`src/rtl/accu_cpu.sv`:
```
// Parametrised accumulator processor core with handshaked instruction fetch,
// handshaked data memory with wait states, conditional branching and a halt state.
module accu_cpu #(
    parameter int DATA_W    = 8,
    parameter int REG_DEPTH = 16,
    parameter int PC_W      = 6,
    parameter int INS_W     = 4 + DATA_W
) (
    input  logic              clk,
    input  logic              Reset,
    output logic [PC_W-1:0]   InsAddr,
    output logic              InsReq,
    input  logic [INS_W-1:0]  InsData,
    input  logic              InsValid,
    output logic [DATA_W-1:0] DmAddr,
    output logic [DATA_W-1:0] DmWData,
    input  logic [DATA_W-1:0] DmRData,
    output logic              DmReq,
    output logic              DmWe,
    input  logic              DmAck,
    output logic [DATA_W-1:0] Accu,
    output logic              Carry,
    output logic              Retire,
    output logic              Halted
);

    localparam int RI_W = (REG_DEPTH > 1) ? $clog2(REG_DEPTH) : 1;

    localparam logic [1:0] ST_FETCH = 2'd0;
    localparam logic [1:0] ST_EXEC  = 2'd1;
    localparam logic [1:0] ST_MEM   = 2'd2;
    localparam logic [1:0] ST_HALT  = 2'd3;

    localparam logic [3:0] OP_NOP  = 4'd0;
    localparam logic [3:0] OP_LDI  = 4'd1;
    localparam logic [3:0] OP_LDR  = 4'd2;
    localparam logic [3:0] OP_STR  = 4'd3;
    localparam logic [3:0] OP_LDM  = 4'd4;
    localparam logic [3:0] OP_STM  = 4'd5;
    localparam logic [3:0] OP_ADD  = 4'd6;
    localparam logic [3:0] OP_ADC  = 4'd7;
    localparam logic [3:0] OP_SUB  = 4'd8;
    localparam logic [3:0] OP_AND  = 4'd9;
    localparam logic [3:0] OP_OR   = 4'd10;
    localparam logic [3:0] OP_XOR  = 4'd11;
    localparam logic [3:0] OP_ADDI = 4'd12;
    localparam logic [3:0] OP_JMP  = 4'd13;
    localparam logic [3:0] OP_JZ   = 4'd14;
    localparam logic [3:0] OP_HLT  = 4'd15;

    localparam logic [PC_W-1:0] PC_ONE = 1;

    logic [1:0]        state, state_n;
    logic [PC_W-1:0]   pc, pc_n, pc_inc, pc_tgt;
    logic [DATA_W-1:0] a, a_n;
    logic              c, c_n;
    logic [INS_W-1:0]  ir, ir_n;
    logic              reg_we;
    logic [DATA_W-1:0] regs [REG_DEPTH];

    logic [3:0]        op;
    logic [DATA_W-1:0] imm;
    logic [RI_W-1:0]   ridx;
    logic [DATA_W-1:0] rd;
    logic              is_mem;

    assign op     = ir[INS_W-1:DATA_W];
    assign imm    = ir[DATA_W-1:0];
    assign ridx   = imm[RI_W-1:0];
    assign rd     = regs[ridx];
    assign is_mem = (op == OP_LDM) || (op == OP_STM);
    assign pc_inc = pc + PC_ONE;
    assign pc_tgt = imm[PC_W-1:0];

    always_comb begin
        state_n = state;
        pc_n    = pc;
        a_n     = a;
        c_n     = c;
        ir_n    = ir;
        reg_we  = 1'b0;
        case (state)
            ST_FETCH: begin
                if (InsValid) begin
                    ir_n    = InsData;
                    state_n = ST_EXEC;
                end
            end
            ST_EXEC: begin
                state_n = ST_FETCH;
                pc_n    = pc_inc;
                case (op)
                    OP_LDI:  a_n = imm;
                    OP_LDR:  a_n = rd;
                    OP_STR:  reg_we = 1'b1;
                    OP_LDM, OP_STM: begin
                        state_n = ST_MEM;
                        pc_n    = pc;
                    end
                    OP_ADD:  {c_n, a_n} = {1'b0, a} + {1'b0, rd};
                    OP_ADC:  {c_n, a_n} = {1'b0, a} + {1'b0, rd} + {{DATA_W{1'b0}}, c};
                    // The borrow lands in the extra top bit of the widened difference.
                    OP_SUB:  {c_n, a_n} = {1'b0, a} - {1'b0, rd};
                    OP_AND:  a_n = a & rd;
                    OP_OR:   a_n = a | rd;
                    OP_XOR:  a_n = a ^ rd;
                    OP_ADDI: {c_n, a_n} = {1'b0, a} + {1'b0, imm};
                    OP_JMP:  pc_n = pc_tgt;
                    OP_JZ:   if (a == '0) pc_n = pc_tgt;
                    OP_HLT: begin
                        state_n = ST_HALT;
                        pc_n    = pc;
                    end
                    default: ;
                endcase
            end
            ST_MEM: begin
                if (DmAck) begin
                    state_n = ST_FETCH;
                    pc_n    = pc_inc;
                    if (op == OP_LDM) a_n = DmRData;
                end
            end
            default: ;
        endcase
    end

    always_ff @(posedge clk or posedge Reset) begin
        if (Reset) begin
            state <= ST_FETCH;
            pc    <= '0;
            a     <= '0;
            c     <= 1'b0;
            ir    <= '0;
            for (int unsigned i = 0; i < REG_DEPTH; i++) regs[i] <= '0;
        end else begin
            state <= state_n;
            pc    <= pc_n;
            a     <= a_n;
            c     <= c_n;
            ir    <= ir_n;
            if (reg_we) regs[ridx] <= a;
        end
    end

    // Requests come from registered state only; Retire on a memory op follows DmAck.
    assign InsAddr = pc;
    assign InsReq  = (state == ST_FETCH);
    assign DmReq   = (state == ST_MEM);
    assign DmWe    = (state == ST_MEM) && (op == OP_STM);
    assign DmAddr  = imm;
    assign DmWData = a;
    assign Accu    = a;
    assign Carry   = c;
    assign Retire  = ((state == ST_EXEC) && !is_mem) || ((state == ST_MEM) && DmAck);
    assign Halted  = (state == ST_HALT);

endmodule

```
`config.mk`:
```
export PLATFORM = sky130hd
export DESIGN_NAME = accu_cpu
export DESIGN_NICKNAME = d
export VERILOG_FILES = /design/src/rtl/accu_cpu.sv
export SDC_FILE = /design/constraint.sdc
export NUM_CORES = 1
export LEC_CHECK = 0
export ABC_CLOCK_PERIOD_IN_PS = 10600
export CAP_MARGIN = 20
export CORE_UTILIZATION = 55
export CTS_BUF_LIST = sky130_fd_sc_hd__clkbuf_8
export CTS_CLUSTER_DIAMETER = 200
export DETAILED_ROUTE_END_ITERATION = 8
export PLACE_DENSITY = 0.85
export SLEW_MARGIN = 20
export SYNTH_ARGS = -nofsm -noshare
export SYNTH_HDL_FRONTEND = slang
export SYNTH_SLANG_ARGS = --single-unit
```
`constraint.sdc`:
```
create_clock -name clk -period 10.6 [get_ports clk]
set_clock_uncertainty 0.15 [all_clocks]
set_input_delay 2.12 -clock clk [delete_from_list [all_inputs] [get_ports clk]]
set_output_delay 2.12 -clock clk [all_outputs]
set_load 0.02 [all_outputs]
```
==> key figures, run 1 <==
Yosys
  • Simple-gate portion of the synthesized area: 11.9%
  • Syn Inst Count: 903
  • Post-synth EDFFs: 0
  • Synth Area in Compound Gates: 14.5%
  • Synth Register Bits: 157
  • Synth warn: 0
  • Sequential share of the synthesized area: 41.7%
  • FFs w/ async S/R, synth: 100%
  • XOR/XNOR Fraction of Synth Area: 1.49%
  • Synth Net Count: 971
  • Combined area of all synthesized cells: 9430 um^2
  • Top FF cell, synth: dfrtp_1
  • Yosys cell types: 69
  • Largest family of logic cells by synthesized area: multiplexers
  • Mapped Avg Cell Area: 10.4 um^2
  • Post-synthesis mux area share: 18.6%
  • Adder-cell share of the synthesized area: 6.08%

Detailed routing
  • DRC viols: 0
  • DRT iter0 DRCs: 652
  • Wire per inst: 21.5 um
  • Routed WL: 24800 um
  • Via density: 6.39
  • DRT Pass-1 Iters: 8
  • Vias: 7378
  • Antenna Nets Post-Route: 0

Clock tree
  • Clk_lat worst skew: 480 ps
  • CTS tree: yes
  • Inserted Clock Buffers: 17
  • Setup Fix Bufs, Post-CTS: 0
  • Root Driver: clkbuf_8
  • CTS resizes: 0
  • Clk buf depth: 2
  • Clk pin slew, worst setup/hold paths: 90 ps
  • Clk sinks: 157
  • H-tree levels: 4
  • CTS Hold Bufs: 0

STA
  • Fin crit share: 53.9%
  • Crit path time final: 5720 ps
  • Final worst slack: 4880 ps
  • Worst Max-Slew Pin Slew: 1010 ps
  • Unrepaired setup endpoints after global routing: no
  • Slew margin rel.: 32.4%
  • Final setup TNS: 0 ps
  • Max Freq: 0.175 GHz
  • Fin. max-slew vios: 0
  • Hold Violations, Final: 0
  • # setup viols final: 0

Setup path
  • Crit path arrival time: 3450 ps
  • Slowest CP cell: clkdlybuf4s50_1
  • Critical path's top delay family: buffers and inverters
  • CP Capture Type: output pin
  • Kind of critical path: in -> out
  • Crit-path max cell delay: 620 ps
  • Reg2Reg Setup Slack: 5540 ps
  • Most used cell, CP: clkdlybuf4s50_1
  • Cell chain of the critical path: clkdlybuf4s50_1 > inv_1 > o21ai_0 > clkdlybuf4s50_1
  • CP Data Required Time: 8330 ps
  • Worst Setup Start Kind: input port
  • Worst Path Max Fanout: 3
  • Worst Path Buf+Inv: 3

Min path
  • HP Class: reg -> reg

Global routing
  • GRT overflow: 0
  • Vias in the first global route: 7250
  • First-pass GRT wire length: 40300 um
  • Largest net degree at the start of global routing: 95
  • Total track usage: 29.9%
  • Antenna violations before repair: 0

Cells and area
  • Syn-to-layout area delta: 9.85%
  • Core Util, Final: 62.2%
  • Share of post-route cells with drive strength above 1: 15.7%
  • Post-Layout Cell Count: 1154
  • Inserted Diodes: 0
  • Layout Nets: 989

Die
  • Num ports: 60
  • Core ar.: 16600 um^2
  • Die area: 17700 um^2
  • # rows: 47
  • Die W: 133 um
  • Die height: 133 um
  • Initial Utilization: 56.6%

Placed design
  • Dpl cells: 1122
  • Port bufs: 59
  • Detailed Place HPWL: 16900 um
  • Final Wtd Congestion: 0.975
  • Pre-CTS WS: 4880 ps

Run
  • # Max-Cap Violations: 0

Pwr
  • VDD IR max: 0.212 mV
  • Pwr Density: 328 nW/um^2
  • Static Leak: 0.00453 uW

Status
  • Status: finished clean
[synthesized netlist by cell type (all sizes together), types with 4 or more instances]
library cell | number | area, um^2
nor2b | 11 | 68.8
o21a | 4 | 30.0
nor3b | 6 | 50.1
o31ai | 7 | 52.6
and3 | 6 | 37.5
buf | 43 | 312
clkbuf | 27 | 103
nand2 | 123 | 462
nand4 | 4 | 25.0
ha | 41 | 513
nand3 | 19 | 95.1
nor4 | 5 | 31.3
o211ai | 7 | 52.6
mux4 | 39 | 920
o21bai | 8 | 60.1
a211oi | 9 | 82.6
a21o | 6 | 45.0
nand2b | 7 | 43.8
a31oi | 4 | 25.0
mux2i | 15 | 150
dfrtp | 157 | 3930
o21ai | 117 | 586
inv | 34 | 128
xnor2 | 11 | 96.3
nor3 | 13 | 80.1
mux2 | 61 | 687
nor2 | 37 | 139
a21oi | 32 | 160
xor2 | 5 | 43.8
[cell type report]
cell class	count	area [um^2]
clock buffer	18	248
clock inverter	14	146
fill	1316	6290
timing repair buffer	69	666
sequential	157	3930
tap	220	275
inverter	34	133
multi-input combinational	642	4960
[state kept, by name, indices dropped and copies added, names as in the netlist]
name,cells
regs,128
Accu,8
InsAddr,6
ir,12
Carry,1
state,2
[worst min-delay path, cell delays in order (launching register included)]
cell and delay, ps:
dfrtp_1 350, nand2_1 40, o21ai_0 60
[per-layer routing]
layer  vias up  track usage, %  part of all wire (%)
li1       3281               -                     -
met3        84            6.17                   7.6
met4         0            14.6                   4.4
met1      3639            41.0                    41
met2       374            45.6                    47
met5         -               0                     0
[power by group]
| group | switching (uW) | leakage (uW) | internal [uW] |
|---|---|---|---|
| Clock | 262 | 0.000207 | 202 |
| Combinational | 1090 | 0.00221 | 798 |
| Sequential | 243 | 0.00212 | 810 |
[path summary, 6_finish.rpt]
kind,startpoint,to,cells past startpoint
setup / recovery,DmAck,Retire,4
hold reg to reg,regs[63],regs[63],2
min in group asynchronous,Reset,regs[115],2
hold / removal,regs[63],regs[63],2
setup reg to reg,ir[0],Accu[7],12
max in group asynchronous,Reset,ir[0],3
[cells by family after synthesis]
| logic type | after synthesis |
|---|---|
| adders and majority gates | 44 |
| DFF | 157 |
| and+or+nand+nor | 243 |
| buffers and inverters | 104 |
| muxes | 115 |
| xor gates and xnor gates | 16 |
| AOI/OAI and AO/OA | 224 |
[cell usage in the layout (no fill, tap or decap), types with 4 or more instances in the layout]
cell and count:
xor2_1 5, inv_6 7, clkbuf_8 18, mux4_1 11
o21bai_1 8, clkdlybuf4s50_1 59, ha_1 41, o211ai_1 7
a31oi_1 4, nand4_1 4, and3_1 6, a21o_1 6
mux4_2 28, xnor2_1 11, inv_1 31, a21oi_1 32
o21ai_0 116, nand2_1 123, mux2i_1 15, nor3b_1 5
o21a_1 4, nor3_1 10, inv_8 4, nand2b_1 7
dfrtp_1 155, a211oi_1 6, buf_4 10, nor2_1 37
mux2_2 61, o31ai_1 7, nand3_1 19, nor4_1 5
nor2b_1 11
[stage by stage]
step                area [um^2]  total power, uW  hold WS, ps
floorplan                  9430             2400          292
global placement           9960             2840          305
detailed placement         9960             2900          315
CTS                       10400             3370          334
global route              10400             3620          349
finish                    10400             3400          331
Power figures use the tool's default switching activity.
==> inputs of run 2 (changes only) <==
Settings changed: ABC_CLOCK_PERIOD_IN_PS 10600 to 4750, PLACE_DENSITY 0.85 to 0.88.
Clock period 10.6 ns to 4.75 ns, I/O delays scaled along.
==> key figures, run 2 (synthesis gave the netlist of run 1 again) <==
Global routing
  • First-pass GRT wire length: 41600 um (was 40300 um)
  • Total track usage: 30.8% (was 29.9%)
  • Largest net degree at the start of global routing: 74 (was 95)
  • Vias in the first global route: 7663 (was 7250)
  • GRT overflow: 0 (unchanged)
  • Antenna violations before repair: 0 (unchanged)

Detailed routing
  • DRC viols: 0 (unchanged)
  • Vias: 7611 (was 7378)
  • Via density: 6.52 (was 6.39)
  • DRT iter0 DRCs: 930 (was 652)
  • DRT Pass-1 Iters: 7 (was 8)
  • Routed WL: 25900 um (was 24800 um)
  • Antenna Nets Post-Route: 0 (unchanged)
  • Wire per inst: 22.2 um (was 21.5 um)

Clock tree
  • CTS tree: yes (unchanged)
  • Inserted Clock Buffers: 17 (unchanged)
  • Clk pin slew, worst setup/hold paths: 90 ps (about the same)
  • Setup Fix Bufs, Post-CTS: 0 (unchanged)
  • Clk buf depth: 2 (unchanged)
  • Clk_lat worst skew: 470 ps (was 480 ps)
  • CTS resizes: 0 (unchanged)
  • Clk sinks: 157 (unchanged)
  • CTS Hold Bufs: 0 (unchanged)
  • H-tree levels: 4 (unchanged)
  • Root Driver: clkbuf_8 (unchanged)

STA
  • Unrepaired setup endpoints after global routing: no (unchanged)
  • Hold Violations, Final: 0 (unchanged)
  • Fin crit share: 94.3%
  • Crit path time final: 4480 ps
  • Worst Max-Slew Pin Slew: 949 ps (was 1010 ps)
  • # setup viols final: 0 (unchanged)
  • Max Freq: 0.223 GHz
  • Final setup TNS: 0 ps (unchanged)
  • Slew margin rel.: 36.6% (was 32.4%)
  • Fin. max-slew vios: 0 (unchanged)

Cells and area
  • FILL cells: 1237 (was 1316)
  • Register area: 3930 um^2 (about the same)
  • Inserted Diodes: 0 (unchanged)
  • Multi-input logic area: 4960 um^2 (unchanged)
  • Post-Layout Cell Count: 1167 (was 1154)
  • Commonest non-fill, non-tap cell in the layout: dfrtp_1 (unchanged)
  • Core Util, Final: 62.9% (was 62.2%)
  • Share of post-route cells with drive strength above 1: 16.9% (was 15.7%)
  • Biggest register: regs (unchanged)
  • Layout Nets: 1002 (was 989)
  • Syn-to-layout area delta: 11.0% (was 9.85%)
  • Max reg flops: 128 (unchanged)
  • Commonest non-fill, non-tap cells in the layout: dfrtp_1 (155), nand2_1 (123), o21ai_0 (116) (unchanged)

Setup path
  • Most used cell, CP: buf_4 (was clkdlybuf4s50_1)
  • Worst Path Buf+Inv: 4 (was 3)
  • Crit path arrival time: 4680 ps (was 3450 ps)
  • Critical path's top delay family: multiplexers (was buffers and inverters)
  • Worst Path Max Fanout: 17 (was 3)
  • CP Capture Type: flip-flop (was output pin)
  • Cell chain of the critical path: buf_4 > buf_4 > mux4_2 > mux4_2 > inv_1 > ha_1 > a21oi_1 > a21oi_1 > nor4b_1 > buf_4 > o2111ai_1 > nor3b_1 > nor4b_1 > o31ai_1 (was clkdlybuf4s50_1 > inv_1 > o21ai_0 > clkdlybuf4s50_1)
  • Crit-path max cell delay: 590 ps (was 620 ps)
  • CP Data Required Time: 4950 ps (was 8330 ps)
  • Slowest CP cell: dfrtp_4 (was clkdlybuf4s50_1)
  • Reg2Reg Setup Slack: 270 ps (was 5540 ps)
  • Worst Setup Start Kind: flip-flop (was input port)
  • Kind of critical path: reg -> reg (was in -> out)

Pwr
  • Pwr Density: 734 nW/um^2 (was 328 nW/um^2)
  • Static Leak: 0.00459 uW (was 0.00453 uW)
  • VDD IR max: 0.587 mV (was 0.212 mV)

Die
  • Core ar.: 16600 um^2 (unchanged)
  • Die area: 17700 um^2 (unchanged)
  • # rows: 47 (unchanged)
  • Initial Utilization: 56.6% (unchanged)
  • Num ports: 60 (unchanged)
  • Die height: 133 um (unchanged)
  • Die W: 133 um (unchanged)

Placed design
  • Final Wtd Congestion: 0.997 (was 0.975)
  • Port bufs: 59 (unchanged)
  • Detailed Place HPWL: 18100 um (was 16900 um)
  • Dpl cells: 1135 (was 1122)

Status
  • Status: finished clean (unchanged)

Run
  • # Max-Cap Violations: 0 (unchanged)

Min path
  • HP Class: reg -> reg (unchanged)
run 2: cell count changes in the layout (fill, tap and decap cells not counted), sizes merged:
cell | before | now
bufinv | 1 | 0
clkinv | 3 | 2
clkbuf | 18 | 19
clkinvlp | 0 | 3
buf | 10 | 23
inv | 44 | 42
run 2: routing by layer:
layer	share of wire [%]	vias to the layer above	global-route usage, %
met1	40	3717	40.6
met2	47	466	47.7
met4	4.8	0	15.9
met5	0	-	0
li1	-	3315	-
met3	8.9	113	7.24
run 2: power breakdown:
| part | switching [uW] | internal, uW |
|---|---|---|
| clock | 579 | 411 |
| combinational | 2530 | 1850 |
| sequential | 510 | 1810 |
| total | 3610 | 4070 |
run 2: path summary, 6_finish.rpt:
check                         start        end  cells past startpoint
max                           ir[1]    Accu[7]                     14
min                        regs[44]   regs[44]                      2
max reg2reg                   ir[1]    Accu[7]                     14
min reg2reg                regs[44]   regs[44]                      2
max in group asynchronous     Reset      ir[1]                      3
min in group asynchronous     Reset  regs[109]                      2
run 2: final cells by class:
type / count / area share, %
clock buffers: 19 / 2.50
clock inverters: 13 / 1.12
flip-flops and latches: 157 / 37.6
well taps: 220 / 2.63
inverters: 34 / 1.26
repair buffers: 82 / 7.53
multi-input cells: 642 / 47.4
run 2: stage by stage:
stage               total power, uW  setup slack [ps]  cell area (um^2)  hold slack, ps
global placement               6460               368             10100             304
global route                   8120              23.8             10500             361
CTS                            7580               288             10500             338
finish                         7680               273             10500             335
detailed placement             6590               301             10100             317
floorplan                      5350               601              9430             292
run 2: worst reg2reg max path: stages, from the launching register on:
cell	delay, ps
dfrtp_4	590
buf_4	290
buf_4	210
mux4_2	500
mux4_2	510
inv_1	100
ha_1	340
a21oi_1	210
a21oi_1	100
nor4b_1	450
buf_4	210
o2111ai_1	80
nor3b_1	170
nor4b_1	320
o31ai_1	120
==> inputs of run 3 (changes only) <==
Settings changed: ABC_CLOCK_PERIOD_IN_PS 4750 to 4200, CTS_CLUSTER_DIAMETER 200 to 30, PLACE_DENSITY 0.88 to 0.85.
Clock period 4.75 ns to 4.2 ns, I/O delays scaled along.
==> key figures, run 3 (synthesis gave the netlist of run 1 again) <==
Setup path
  • Slowest CP cell: mux4_2 (was dfrtp_4)
  • Crit path arrival time: 4240 ps (was 4680 ps)
  • R2R Path Start: ir[0] (was ir[1])
  • CP Capture Type: flip-flop (unchanged)
  • Crit-path max cell delay: 510 ps (was 590 ps)
  • Worst Setup Start Kind: flip-flop (unchanged)
  • Worst Path Max Fanout: 22 (was 17)
  • CP Data Required Time: 4400 ps (was 4950 ps)
  • R2R cell count: 13 (was 14)
  • Cell chain of the critical path: buf_12 > buf_4 > mux4_2 > mux4_2 > ha_1 > a211oi_4 > o21ai_0 > nor4b_2 > buf_4 > a311oi_1 > nor3b_2 > nor4b_1 > o31ai_1 (was buf_4 > buf_4 > mux4_2 > mux4_2 > inv_1 > ha_1 > a21oi_1 > a21oi_1 > nor4b_1 > buf_4 > o2111ai_1 > nor3b_1 > nor4b_1 > o31ai_1)
  • R2R Path End: Accu[7] (unchanged)
  • Reg2Reg Setup Slack: 160 ps (was 270 ps)
  • Critical path origin: ir[0] (was ir[1])
  • Worst Path Buf+Inv: 3 (was 4)
  • Critical path's top delay family: multiplexers (unchanged)
  • Kind of critical path: reg -> reg (unchanged)

Global routing
  • Largest net degree at the start of global routing: 73 (was 74)
  • Total track usage: 30.9% (was 30.8%)
  • GRT overflow: 0 (unchanged)
  • Vias in the first global route: 7492 (was 7663)
  • First-pass GRT wire length: 41600 um (about the same)
  • Antenna violations before repair: 0 (unchanged)

STA
  • Hold Violations, Final: 0 (unchanged)
  • Final worst slack: 158 ps (was 273 ps)
  • Max Freq: 0.247 GHz (was 0.223 GHz)
  • Final setup TNS: 0 ps (unchanged)
  • Fin crit share: 96.2% (was 94.3%)
  • Fin. max-slew vios: 0 (unchanged)
  • Worst Max-Slew Pin Slew: 1000 ps (was 949 ps)
  • Slew margin rel.: 32.7% (was 36.6%)
  • Unrepaired setup endpoints after global routing: no (unchanged)
  • # setup viols final: 0 (unchanged)
  • Crit path time final: 4040 ps (was 4480 ps)

Clock tree
  • CTS tree: yes (unchanged)
  • H-tree levels: 4 (unchanged)
  • Root Driver: clkbuf_8 (unchanged)
  • Clk buf depth: 2 (unchanged)
  • Clk_lat worst skew: 460 ps (was 470 ps)
  • Inserted Clock Buffers: 17 (unchanged)
  • Clk sinks: 157 (unchanged)
  • Clk pin slew, worst setup/hold paths: 100 ps (was 90 ps)

Cells and area
  • Syn-to-layout area delta: 12.8% (was 11.0%)
  • Core Util, Final: 63.9% (was 62.9%)
  • Share of post-route cells with drive strength above 1: 18.6% (was 16.9%)
  • Final instance area: 10600 um^2 (was 10500 um^2)
  • Commonest non-fill, non-tap cell in the layout: dfrtp_1 (unchanged)
  • Layout Nets: 1017 (was 1002)
  • Max reg flops: 128 (unchanged)
  • Commonest non-fill, non-tap cells in the layout: dfrtp_1 (155), nand2_1 (123), o21ai_0 (116) (unchanged)
  • Biggest register: regs (unchanged)
  • Inserted Diodes: 0 (unchanged)

Placed design
  • Detailed Place HPWL: 18400 um (was 18100 um)
  • Final Wtd Congestion: 0.975 (was 0.997)
  • Placed inst area: 10200 um^2 (was 10100 um^2)
  • Port bufs: 59 (unchanged)
  • Pre-CTS WS: 77.4 ps (was 301 ps)

Pwr
  • VDD IR max: 0.516 mV (was 0.587 mV)
  • Static Leak: 0.00469 uW (was 0.00459 uW)
  • Pwr Density: 839 nW/um^2 (was 734 nW/um^2)

Die
  • Num ports: 60 (unchanged)
  • Core ar.: 16600 um^2 (unchanged)
  • # rows: 47 (unchanged)
  • Die W: 133 um (unchanged)
  • Die area: 17700 um^2 (unchanged)
  • Initial Utilization: 56.6% (unchanged)
  • Die height: 133 um (unchanged)

Run
  • # Max-Cap Violations: 0 (unchanged)

Detailed routing
  • Antenna Nets Post-Route: 0 (unchanged)
  • Routed WL: 26200 um (was 25900 um)
  • DRC viols: 0 (unchanged)
  • DRT iter0 DRCs: 1000 (was 930)
  • DRT Pass-1 Iters: 5 (was 7)
  • Via density: 6.50 (was 6.52)
  • Vias: 7684 (was 7611)
  • Wire per inst: 22.2 um (about the same)

Status
  • Status: finished clean (unchanged)

Min path
  • HP Class: reg -> reg (unchanged)
  • Min-delay src: regs[125] (was regs[44])
  • Hold path cells: 2 (unchanged)
  • Hold Path End: regs[125] (was regs[44])
-- run 3: changes by cell type in the layout (fill, tap and decap cells not counted), moves of 2 or more --
cell,change
inv_1,+2
inv_6,-2
buf_4,+13
inv_8,-2
-- run 3: what timing repair did --
item                                    4_1_cts  5_1_grt
resized for setup                             1        8
hold buffers                                  0        0
pin swaps                                     0        0
setup buffers                                 1        0
endpoints found under the setup margin        1        4
-- run 3: worst max path at each step --
| stage | endpoint | cells past startpoint | slack, ps |
|---|---|---|---|
| 2_1_floorplan | Carry | 14 | 50 |
| 3_3_place_gp | Accu[3] | 12 | 150 |
| 3_5_place_dp | Accu[3] | 12 | 80 |
| 4_1_cts | Accu[7] | 14 | 90 |
| 5_1_grt | Carry | 12 | 8 |
| 6_report | Accu[7] | 13 | 160 |
-- run 3: report_power, final --
part	total, uW	switching, uW	internal [uW]
sequential	2480	433	2050
combinational	5310	3080	2230
clock	1130	630	497
-- run 3: layout make-up --
cell class | instances | area, um^2
flip-flops and latches | 157 | 3930
clock inverters | 14 | 136
fillers | 1268 | 6010
well taps | 220 | 275
repair buffers | 97 | 917
inverters | 34 | 131
multi-input cells | 642 | 4990
clock buffers | 18 | 248
-- run 3: through the flow --
stage / hold WS [ps] / cells / total power, uW
after floorplan: 292 / 903 / 6050
after CTS: 335 / 1182 / 8750
final: 338 / 1182 / 8920
after global routing: 357 / 1182 / 9410
after detailed placement: 315 / 1149 / 7590
after global placement: 303 / 1149 / 7450
-- run 3: metal layers --
layer	track usage [%]	vias up	wire, um
met5	0	-	0
met2	47.9	467	12300
met3	8.97	84	2570
li1	-	3353	-
met1	40.5	3780	10400
met4	13.6	0	1030
-- run 3: tightest hold or removal path: stages (launching register included) --
cell and delay (ps):
dfrtp_1 350, nand2_1 40, o21ai_0 60
